### src/rtl/l2_ahb_pkg.sv
`default_nettype none
// ============================================================================
//  Module      : l2_ahb_pkg
//  Description : Shared AHB encodings (HTRANS, HBURST) and burst-length
//                helper for the L2 AHB bus-matrix output-stage arbiter.
//  Revision    : 1.0 - initial release
// ============================================================================
package l2_ahb_pkg;

    typedef enum logic [1:0] {
        HTRANS_IDLE   = 2'b00,
        HTRANS_BUSY   = 2'b01,
        HTRANS_NONSEQ = 2'b10,
        HTRANS_SEQ    = 2'b11
    } htrans_e;

    typedef enum logic [2:0] {
        HBURST_SINGLE = 3'b000,
        HBURST_INCR   = 3'b001,
        HBURST_WRAP4  = 3'b010,
        HBURST_INCR4  = 3'b011,
        HBURST_WRAP8  = 3'b100,
        HBURST_INCR8  = 3'b101,
        HBURST_WRAP16 = 3'b110,
        HBURST_INCR16 = 3'b111
    } hburst_e;

    // Beats remaining after the NONSEQ of a fixed-length burst; undefined
    // length bursts (INCR) and singles carry no hold.
    function automatic logic [3:0] burst_beats_m1(input logic [2:0] hburst);
        logic [3:0] beats;
        case (hburst)
            HBURST_WRAP4,  HBURST_INCR4:  beats = 4'd3;
            HBURST_WRAP8,  HBURST_INCR8:  beats = 4'd7;
            HBURST_WRAP16, HBURST_INCR16: beats = 4'd15;
            default:                      beats = 4'd0;
        endcase
        return beats;
    endfunction

endpackage
`default_nettype wire

### src/rtl/l2_ahb_rr_pick.sv
`default_nettype none
// ============================================================================
//  Module      : l2_ahb_rr_pick
//  Description : Combinational rotate-priority picker. Scans ports starting
//                at last_port+1 and wrapping, so the last winner is checked
//                last.
//  Revision    : 1.0 - initial release
// ============================================================================
module l2_ahb_rr_pick #(
    parameter int NUM_PORTS = 3,
    parameter int PORT_W    = 2
) (
    input  logic [NUM_PORTS-1:0] req,
    input  logic [PORT_W-1:0]    last_port,
    output logic [PORT_W-1:0]    grant,
    output logic                 any_req
);

    logic [PORT_W-1:0] idx;

    // First requesting port found in cyclic order after the last winner
    always_comb begin
        grant   = last_port;
        any_req = 1'b0;
        idx     = '0;
        for (int i = 1; i <= NUM_PORTS; i++) begin
            idx = PORT_W'((int'(last_port) + i) % NUM_PORTS);
            if (!any_req && req[idx]) begin
                any_req = 1'b1;
                grant   = idx;
            end
        end
    end

endmodule
`default_nettype wire

### src/rtl/l2_ahb_rr_arb.sv
`default_nettype none
// ============================================================================
//  Module      : l2_ahb_rr_arb
//  Description : Round-robin arbiter for an L2 AHB bus-matrix output stage.
//                Grant is held across locked sequences and, when
//                L2AHB_ARB_BURST_HOLD_EN is defined, across fixed-length
//                bursts. Outputs are registered.
//  Config      : L2AHB_ARB_BURST_HOLD_EN - build the burst beat counter
//  Revision    : 1.0 - initial release
// ============================================================================
module l2_ahb_rr_arb
    import l2_ahb_pkg::*;
#(
    parameter int NUM_PORTS = 3,
    parameter int PORT_W    = 2
) (
    input  logic                 HCLK,
    input  logic                 HRESETn,
    input  logic [NUM_PORTS-1:0] req_port,
    input  logic                 HREADYM,
    input  logic                 HSELM,
    input  logic [1:0]           HTRANSM,
    input  logic [2:0]           HBURSTM,
    input  logic                 HMASTLOCKM,
    output logic [PORT_W-1:0]    addr_in_port,
    output logic                 no_port
);

    logic [PORT_W-1:0] last_port;
    logic [PORT_W-1:0] pick_grant;
    logic              pick_any;
    logic              lock_hold;
    logic              burst_hold;
    logic              hold;

    l2_ahb_rr_pick #(
        .NUM_PORTS (NUM_PORTS),
        .PORT_W    (PORT_W)
    ) u_pick (
        .req       (req_port),
        .last_port (last_port),
        .grant     (pick_grant),
        .any_req   (pick_any)
    );

`ifdef L2AHB_ARB_BURST_HOLD_EN
    logic [3:0] beat_cnt;
    logic [3:0] beat_cnt_nxt;

    // Next beat count: load on a selected NONSEQ, count accepted SEQ beats,
    // and drop to zero on early termination (IDLE, NONSEQ or deselect)
    always_comb begin
        beat_cnt_nxt = beat_cnt;
        if (beat_cnt != 4'd0) begin
            if (!HSELM || (HTRANSM == HTRANS_IDLE) || (HTRANSM == HTRANS_NONSEQ))
                beat_cnt_nxt = 4'd0;
            else if (HTRANSM == HTRANS_SEQ)
                beat_cnt_nxt = beat_cnt - 4'd1;
        end else if (HSELM && (HTRANSM == HTRANS_NONSEQ)) begin
            beat_cnt_nxt = burst_beats_m1(HBURSTM);
        end
    end

    // Beat counter advances only on ready edges
    always_ff @(posedge HCLK or negedge HRESETn) begin
        if (!HRESETn)
            beat_cnt <= 4'd0;
        else if (HREADYM)
            beat_cnt <= beat_cnt_nxt;
    end

    // Hold on the post-edge count: the accepted NONSEQ already pins the
    // grant, while the final SEQ or an early termination releases it on the
    // same edge.
    assign burst_hold = (beat_cnt_nxt != 4'd0);
`else
    logic unused_burst;
    assign unused_burst = ^{HBURSTM, HTRANSM[0]};
    assign burst_hold   = 1'b0;
`endif

    assign hold = HMASTLOCKM | lock_hold | burst_hold;

    // Sticky lock bridges locked sequences that briefly deselect the slave
    always_ff @(posedge HCLK or negedge HRESETn) begin
        if (!HRESETn)
            lock_hold <= 1'b0;
        else if (HREADYM) begin
            if (!HMASTLOCKM)
                lock_hold <= 1'b0;
            else if (HSELM && HTRANSM[1])
                lock_hold <= 1'b1;
        end
    end

    // Grant register: hold, re-arbitrate, or park with addr_in_port frozen
    always_ff @(posedge HCLK or negedge HRESETn) begin
        if (!HRESETn) begin
            addr_in_port <= '0;
            no_port      <= 1'b1;
            last_port    <= PORT_W'(NUM_PORTS - 1);
        end else if (HREADYM) begin
            if (hold) begin
                no_port <= 1'b0;
            end else if (pick_any) begin
                addr_in_port <= pick_grant;
                last_port    <= pick_grant;
                no_port      <= 1'b0;
            end else begin
                no_port <= 1'b1;
            end
        end
    end

`ifndef SYNTHESIS
    // Granted index must always name an existing port
    always @(posedge HCLK) begin
        if (HRESETn)
            assert (int'(addr_in_port) < NUM_PORTS);
    end
`endif

endmodule
`default_nettype wire

### config.mk
export PLATFORM = sky130hd
export DESIGN_NAME = l2_ahb_rr_arb
export DESIGN_NICKNAME = d
export VERILOG_FILES = /design/src/rtl/l2_ahb_pkg.sv /design/src/rtl/l2_ahb_rr_pick.sv /design/src/rtl/l2_ahb_rr_arb.sv
export SDC_FILE = /design/constraint.sdc
export NUM_CORES = 1
export LEC_CHECK = 0
export CORE_AREA = 2 2 39 41
export CTS_BUF_LIST = sky130_fd_sc_hd__clkbuf_8
export DETAILED_ROUTE_END_ITERATION = 8
export DIE_AREA = 0 0 41 43
export PLACE_DENSITY = 0.72
export SLEW_MARGIN = 20
export SYNTH_ARGS = -nofsm -noshare
export SYNTH_HDL_FRONTEND = slang
export SYNTH_SLANG_ARGS = --single-unit
### constraint.sdc
create_clock -name HCLK -period 1.7 [get_ports HCLK]
set_clock_uncertainty 0.05 [all_clocks]
set_input_delay 0.255 -clock HCLK [delete_from_list [all_inputs] [get_ports HCLK]]
set_output_delay 0.255 -clock HCLK [all_outputs]
set_load 0.005 [all_outputs]
==> metrics, run 1 <==
initial antenna violation count=0; Tcrit/Tclk final=106.6%; max layer used=met4; Final Total Pwr=approximately 1.1 mW; Root Buffer=clkbuf_8; RSZ-0062 raised after global routing=true; sequential share of the synthesized area=between 20% and 30%; setup violators final=3; Vias/cell=5.323; peak supply drop=~1.0 mV; P_sw=around 0.42 mW; Setup crit end kind=flop; syn_area_per_cell=around 8.4 sq um; fmax=551.9 MHz; Area growth syn-to-layout=66.40%; Clock Tree Buf Depth=2; WP buf/inv=0; clock share of power=between 10% and 20%; critical path class=reg -> reg; CP most frequent cell=o211ai_2; Synth Area in Adders=under 10%; worst hold slack=~0.21 ns; WL met1=between 500 and 600 microns; Slew Limit Fails=0; Final Hold Fails=0; Synth Instances=56; Core Rows=14; die width=approximately 41 microns; antenna cells=0; simple-gate share of the synthesized area=approximately a fifth; # H-tree levels=1; share of total power in sequential cells=17.5%; met2 wire len=between 600 and 700 microns; cell count after placement=90; Vias=~510; mux contribution to synthesized area=0%; share of cells above drive strength 1=between 40% and 50%; Worst Hold Class=in -> async; Comb pwr share=~65%; CP Cell Sequence=ha_4 > o32a_1 > o211ai_2 > nor3_4 > o211ai_2 > o21ai_1; Cell Area, Synth=469.2 sq um; Int Pwr=a little over 0.7 mW; largest family of logic cells by synthesized area=compound AO/OA/AOI/OAI gates; Post-Route WL=1208 microns; final net count=96; violated checks=setup timing; Netlist cell types=30; Worst Max-Slew Pin Slew=around 0.27 ns; hpwl dp=894.7 microns; Synth Warn #=0; Worst EP required=1.73 ns; Initial Util=between 30 and 40%; worst path arrival time=about 1.9 ns; io pins=16; CTS tree=built; die height=~43 microns; Worst Path Max Fanout=6; WL met3=between 40 and 50 microns; pin count of the biggest net entering global routing=10; setup ws final=-0.1119 ns; Leakage=around 0.33 nW; Final Non-Filler Cells=96; post-DR wirelength/cell=12.58 microns; Clk pin slew, worst setup/hold paths=about 0.030 ns; clk_lat worst skew=0.21 ns; vias in the first global route=500; Tmin final=approximately 1.8 ns; drt pass-1 iters=4; die area=around 0.0018 sq mm; slowest CP cell=dfstp_2; Max-Cap Viols=0; IO buf count=11; GRT Resource Usage Total=16.48%; post-layout util=56.42%; CP delay by family, top=compound AO/OA/AOI/OAI gates; Slowest Stage Delay on Critical Path=roughly 0.56 ns; compound-cell area share of the yosys netlist=about 33%; status=finished with violations; CP Launch Type=flop; Power Dens Cells=~1500 mW/mm^2; cts bufs inserted=3; first-pass GRT wire length=just over 2000 microns; R2R setup slack=-0.11 ns; Synth Area in XOR/XNOR=0%; Slew HR=between 80% and 90%; net count after synthesis=71; DR iter-0 viols=11; register bit count reported by yosys=5; fill cell count=around 130; Sink Count=5; # hold bufs at CTS=0; grt total ovfl=0; DR DRC count=0; GPL Wtd Cong=approximately 0.70; core area=0.001384 sq mm; Detail Route Antenna Nets=0; Switching Fraction=between 30% and 40%
## synth_stat cells
library cell	n	share of area (%)
inv_1	6	4.8
buf_4	2	3.2
o21ai_1	2	2.1
o211ai_2	2	5.3
maj3_1	1	2.1
a221oi_1	1	1.9
nor2_1	4	3.2
buf_2	3	3.2
o32ai_1	1	1.9
o22ai_1	2	2.7
a21oi_1	4	4.3
and2_1	1	1.3
o32a_1	1	2.1
dfrtp_1	3	16
a31oi_1	1	1.3
nor3_4	1	3.5
nand4_1	1	1.3
nor3b_1	1	1.6
a21o_1	1	1.6
ha_1	2	5.3
o2111ai_1	1	1.9
dfstp_2	2	11
o21ai_0	2	2.1
a211o_1	1	1.9
o211a_1	2	4.3
nor3_1	1	1.1
nand2_1	3	2.4
nor2b_1	2	2.7
nand3_1	1	1.1
and4bb_1	1	2.7
## cell families after synthesis
| family | after synthesis |
|---|---|
| compound gates | 21 |
| simple gates | 16 |
| flops | 5 |
| buf+inv | 11 |
| fa+ha+maj | 3 |
## worst paths after layout
path,start,endpoint,depth (start not counted)
min in group HCLK,no_port,no_port,2
max reg2reg,last_port[1],addr_in_port[1],6
min reg2reg,no_port,no_port,2
max in group asynchronous,HRESETn,last_port[1],1
min,HRESETn,lock_hold,1
max,last_port[1],addr_in_port[1],6
## flip-flops by register name, indices dropped and copies added (netlist names)
name	flops
addr_in_port	2
last_port	1
lock_hold	1
no_port	1
## through the flow
step	cell area, sq um	TNS, ns	setup slack [ns]
detailed placement	679.4	-0.5856	-0.2099
global placement	679.4	-0.4673	-0.1645
global route	780.7	-0.4851	-0.1675
floorplan	501.7	-0.1680	-0.07616
finish	780.7	-0.3239	-0.1119
CTS	755.7	-0.2706	-0.09437
## cell usage in the layout (no fill, tap or decap)
cell             synthesis  final
a211o_1                  1      1
a21o_1                   1      1
a21oi_1                  4      4
a221oi_2                 0      1
a31oi_1                  1      1
and2_4                   0      1
and4bb_1                 1      1
buf_4                    2     14
clkbuf_8                 0      3
clkdlybuf4s50_1          0     11
dfrtp_1                  3      3
dfstp_2                  2      2
ha_4                     0      2
inv_1                    6      6
inv_2                    0      1
maj3_1                   1      1
nand2_1                  3      3
nand3_1                  1      1
nand4_1                  1      1
nor2_1                   4      4
nor2b_1                  2      2
nor3_1                   1      1
nor3_4                   1      1
nor3b_2                  0      1
o2111ai_1                1      1
o211a_1                  2      1
o211a_4                  0      1
o211ai_2                 2      2
o21ai_1                  2      2
o21ai_2                  0      2
o22ai_1                  2      2
o32a_1                   1      1
o32ai_2                  0      1
## power by group through the flow
stage               Combinational (mW)  Clock, mW  Sequential [mW]
floorplan                        0.409          0            0.200
global placement                 0.611          0            0.200
detailed placement               0.626          0            0.202
CTS                              0.696      0.212            0.198
global route                     0.812      0.224            0.205
finish                           0.742      0.206            0.201
## timing repair
| action | in CTS | in global routing |
|---|---|---|
| endpoints found under the setup margin | 3 | 3 |
| pin swaps | 3 | 5 |
| setup buffers | 1 | 1 |
| gates resized for setup | 4 | 6 |
## worst register-to-register path: stages (launching register included)
cell	delay [ns]
dfstp_2	0.56
ha_4	0.23
o32a_1	0.36
o211ai_2	0.21
nor3_4	0.08
o211ai_2	0.09
o21ai_1	0.11
## layout make-up
cell class	count	area (sq um)	share of cell area (%)
inverters	6	22.52	2.885
well taps	16	20.02	2.564
flip-flops and latches	5	127.6	16.35
clock buffers	3	41.29	5.288
clock inverters	1	3.754	0.4808
multi-input cells	40	350.3	44.87
repair buffers	25	215.2	27.56
## per-layer routing
metal | vias to the layer above | global-route usage (%)
met3 | 2 | 2.618
met2 | 12 | 28.44
li1 | 256 | -
met1 | 241 | 19.41
met4 | 0 | 5.333
met5 | - | 0
Note: power is estimated with default switching activity, not from simulation.
==> run 2, diff against run 1 <==
- DONT_BUFFER_PORTS: unset -> 1
- PLACE_DENSITY: 0.72 -> 0.56
==> run 2 against run 1 <==
The flow still finishes with violations (setup timing). Design area fell by 11%. Worst hold slack got worse by 0.14 ns. Count of clock-buffer cells in the layout did not move. Sequential share of layout area rose by 1.9 points. Critical path type unchanged.
==> metrics, run 2 (same netlist as run 1, synthesis figures left out) <==
peak supply drop=0.7903 mV; Detail Route Antenna Nets=0; antenna cells=0; Power Dens Cells=approximately 1700 mW/mm^2; R2R cell count=7; Vias/cell=between 5 and 6; RR Startpoint=last_port[1]; Post-Route WL=approximately 1100 microns; violated checks=setup timing; DR iter-0 viols=5; max reg flops=2; post-DR wirelength/cell=about 12 microns; drt pass-1 iters=4; Final Total Pwr=around 1.2 mW; core area=0.001384 sq mm; cts bufs inserted=3; Tcrit/Tclk final=106.6%; IO buf count=0; setup ws final=-0.1127 ns; fmax=approximately 550 MHz; status=finished with violations; final net count=between 80 and 90; Root Buffer=clkbuf_8; clk_lat worst skew=around 0.21 ns; fill cell count=136; Final Hold Fails=0; Clk pin slew, worst setup/hold paths=around 0.030 ns; Tmin final=~1.8 ns; share of cells above drive strength 1=around 43%; Max-Cap Viols=0; Initial Util=around 34%; CP Launch Type=flop; initial antenna violation count=0; Worst EP required=~1.7 ns; Clock Tree Buf Depth=2; Area growth syn-to-layout=48.80%; Cell Area, Placed=between 500 and 600 sq um; Int Pwr=about 0.75 mW; setup violators final=3; Comb pwr share=65.2%; die width=41 microns; DR DRC count=0; worst path arrival time=~1.9 ns; GPL Wtd Cong=around 0.61; die height=~43 microns; Vias=roughly 460; vias in the first global route=395; hpwl dp=between 700 and 800 microns; Worst Path Max Fanout=6; Sink Count=5; clock share of power=~18%; Worst Hold Class=in -> reg; multi-input logic area=about 340 sq um; Switching Fraction=34.98%; RSZ-0062 raised after global routing=true; Slew HR=between 80 and 90%; Setup crit end kind=flop; worst hold slack=between 0.07 and 0.08 ns; first-pass GRT wire length=roughly 1600 microns; setup_tns=-0.3099 ns; Slew Limit Fails=0; P_sw=a little over 0.4 mW; grt total ovfl=0; pin count of the biggest net entering global routing=10; # H-tree levels=1; Core Rows=14; hold path cells=1; min-delay src=HREADYM; Register Area=127.6 sq um; R2R setup slack=-0.11 ns; reg-to-reg endpoint=addr_in_port[1]; most frequent cells in the layout=15 x buf_4, 6 x inv_1, 4 x nor2_1, 4 x o21ai_1, 4 x a21oi_1; Leakage=between 0.3 and 0.4 nW; critical path class=reg -> reg; Hold EP=no_port; die area=0.001763 sq mm; CTS tree=built; share of total power in sequential cells=around 17%; commonest non-fill, non-tap cell in the layout=buf_4; final std cell area, no fill=698.2 sq um; Largest Register=addr_in_port; Worst Max-Slew Pin Slew=around 0.28 ns; GRT Resource Usage Total=about an eighth; io pins=16
[run 2: worst max path at each step]
stage / startpoint / end / slack (ns)
2_1_floorplan: last_port[1] / addr_in_port[0] / -0.08
3_3_place_gp: last_port[1] / addr_in_port[0] / -0.14
3_5_place_dp: last_port[1] / addr_in_port[0] / -0.16
4_1_cts: last_port[1] / addr_in_port[0] / -0.12
5_1_grt: last_port[1] / last_port[1] / -0.22
6_report: last_port[1] / addr_in_port[1] / -0.11
[run 2: critical path, cell delays in order, from the launching register on]
cell and delay, ns:
dfstp_2 0.54, buf_4 0.11, ha_4 0.21, o32a_1 0.32, o211ai_2 0.21, nor3_4 0.08, o211ai_2 0.08, o21ai_1 0.09
[run 2: layer usage]
| layer | GRT usage (%) | vias to the layer above | part of all wire (%) |
|---|---|---|---|
| met2 | 18.75 | 7 | 49 |
| met5 | 0 | - | 0 |
| met1 | 17.94 | 209 | 47 |
| met3 | 2.094 | 0 | 3.8 |
| met4 | 6.000 | 0 | 0 |
| li1 | - | 240 | - |
[run 2: per-stage QoR]
stage          setup WS, ns  std cells  utilization (%)
2_1_floorplan      -0.07616         56                -
3_3_place_gp        -0.1384         76            40.42
3_5_place_dp        -0.1555         76            40.42
4_1_cts             -0.1181         81            45.12
5_1_grt             -0.2216         88            50.45
6_report            -0.1127         88            50.45
[run 2: cell type report]
cell class | count | share of cell area, %
Inverter | 6 | 3.226
Sequential cell | 5 | 18.28
Clock inverter | 1 | 0.5376
Multi-Input combinational cell | 40 | 48.75
Timing Repair Buffer | 17 | 20.43
Clock buffer | 3 | 5.914
Tap cell | 16 | 2.867
[run 2: power groups by stage]
stage	combinational (mW)	sequential (mW)	clock, mW
after CTS	0.606	0.203	0.211
after global routing	0.816	0.204	0.219
final	0.755	0.198	0.205
after detailed placement	0.588	0.199	0
after floorplan	0.409	0.200	0
after global placement	0.585	0.199	0
[run 2: repair_timing]
item                                    4_1_cts  5_1_grt
buffers inserted                              0        7
hold buffers                                  1        0
endpoints found under the setup margin        3        3
gates resized for setup                       1        6
pin swaps                                     2        6
endpoints found under the hold margin         5        0
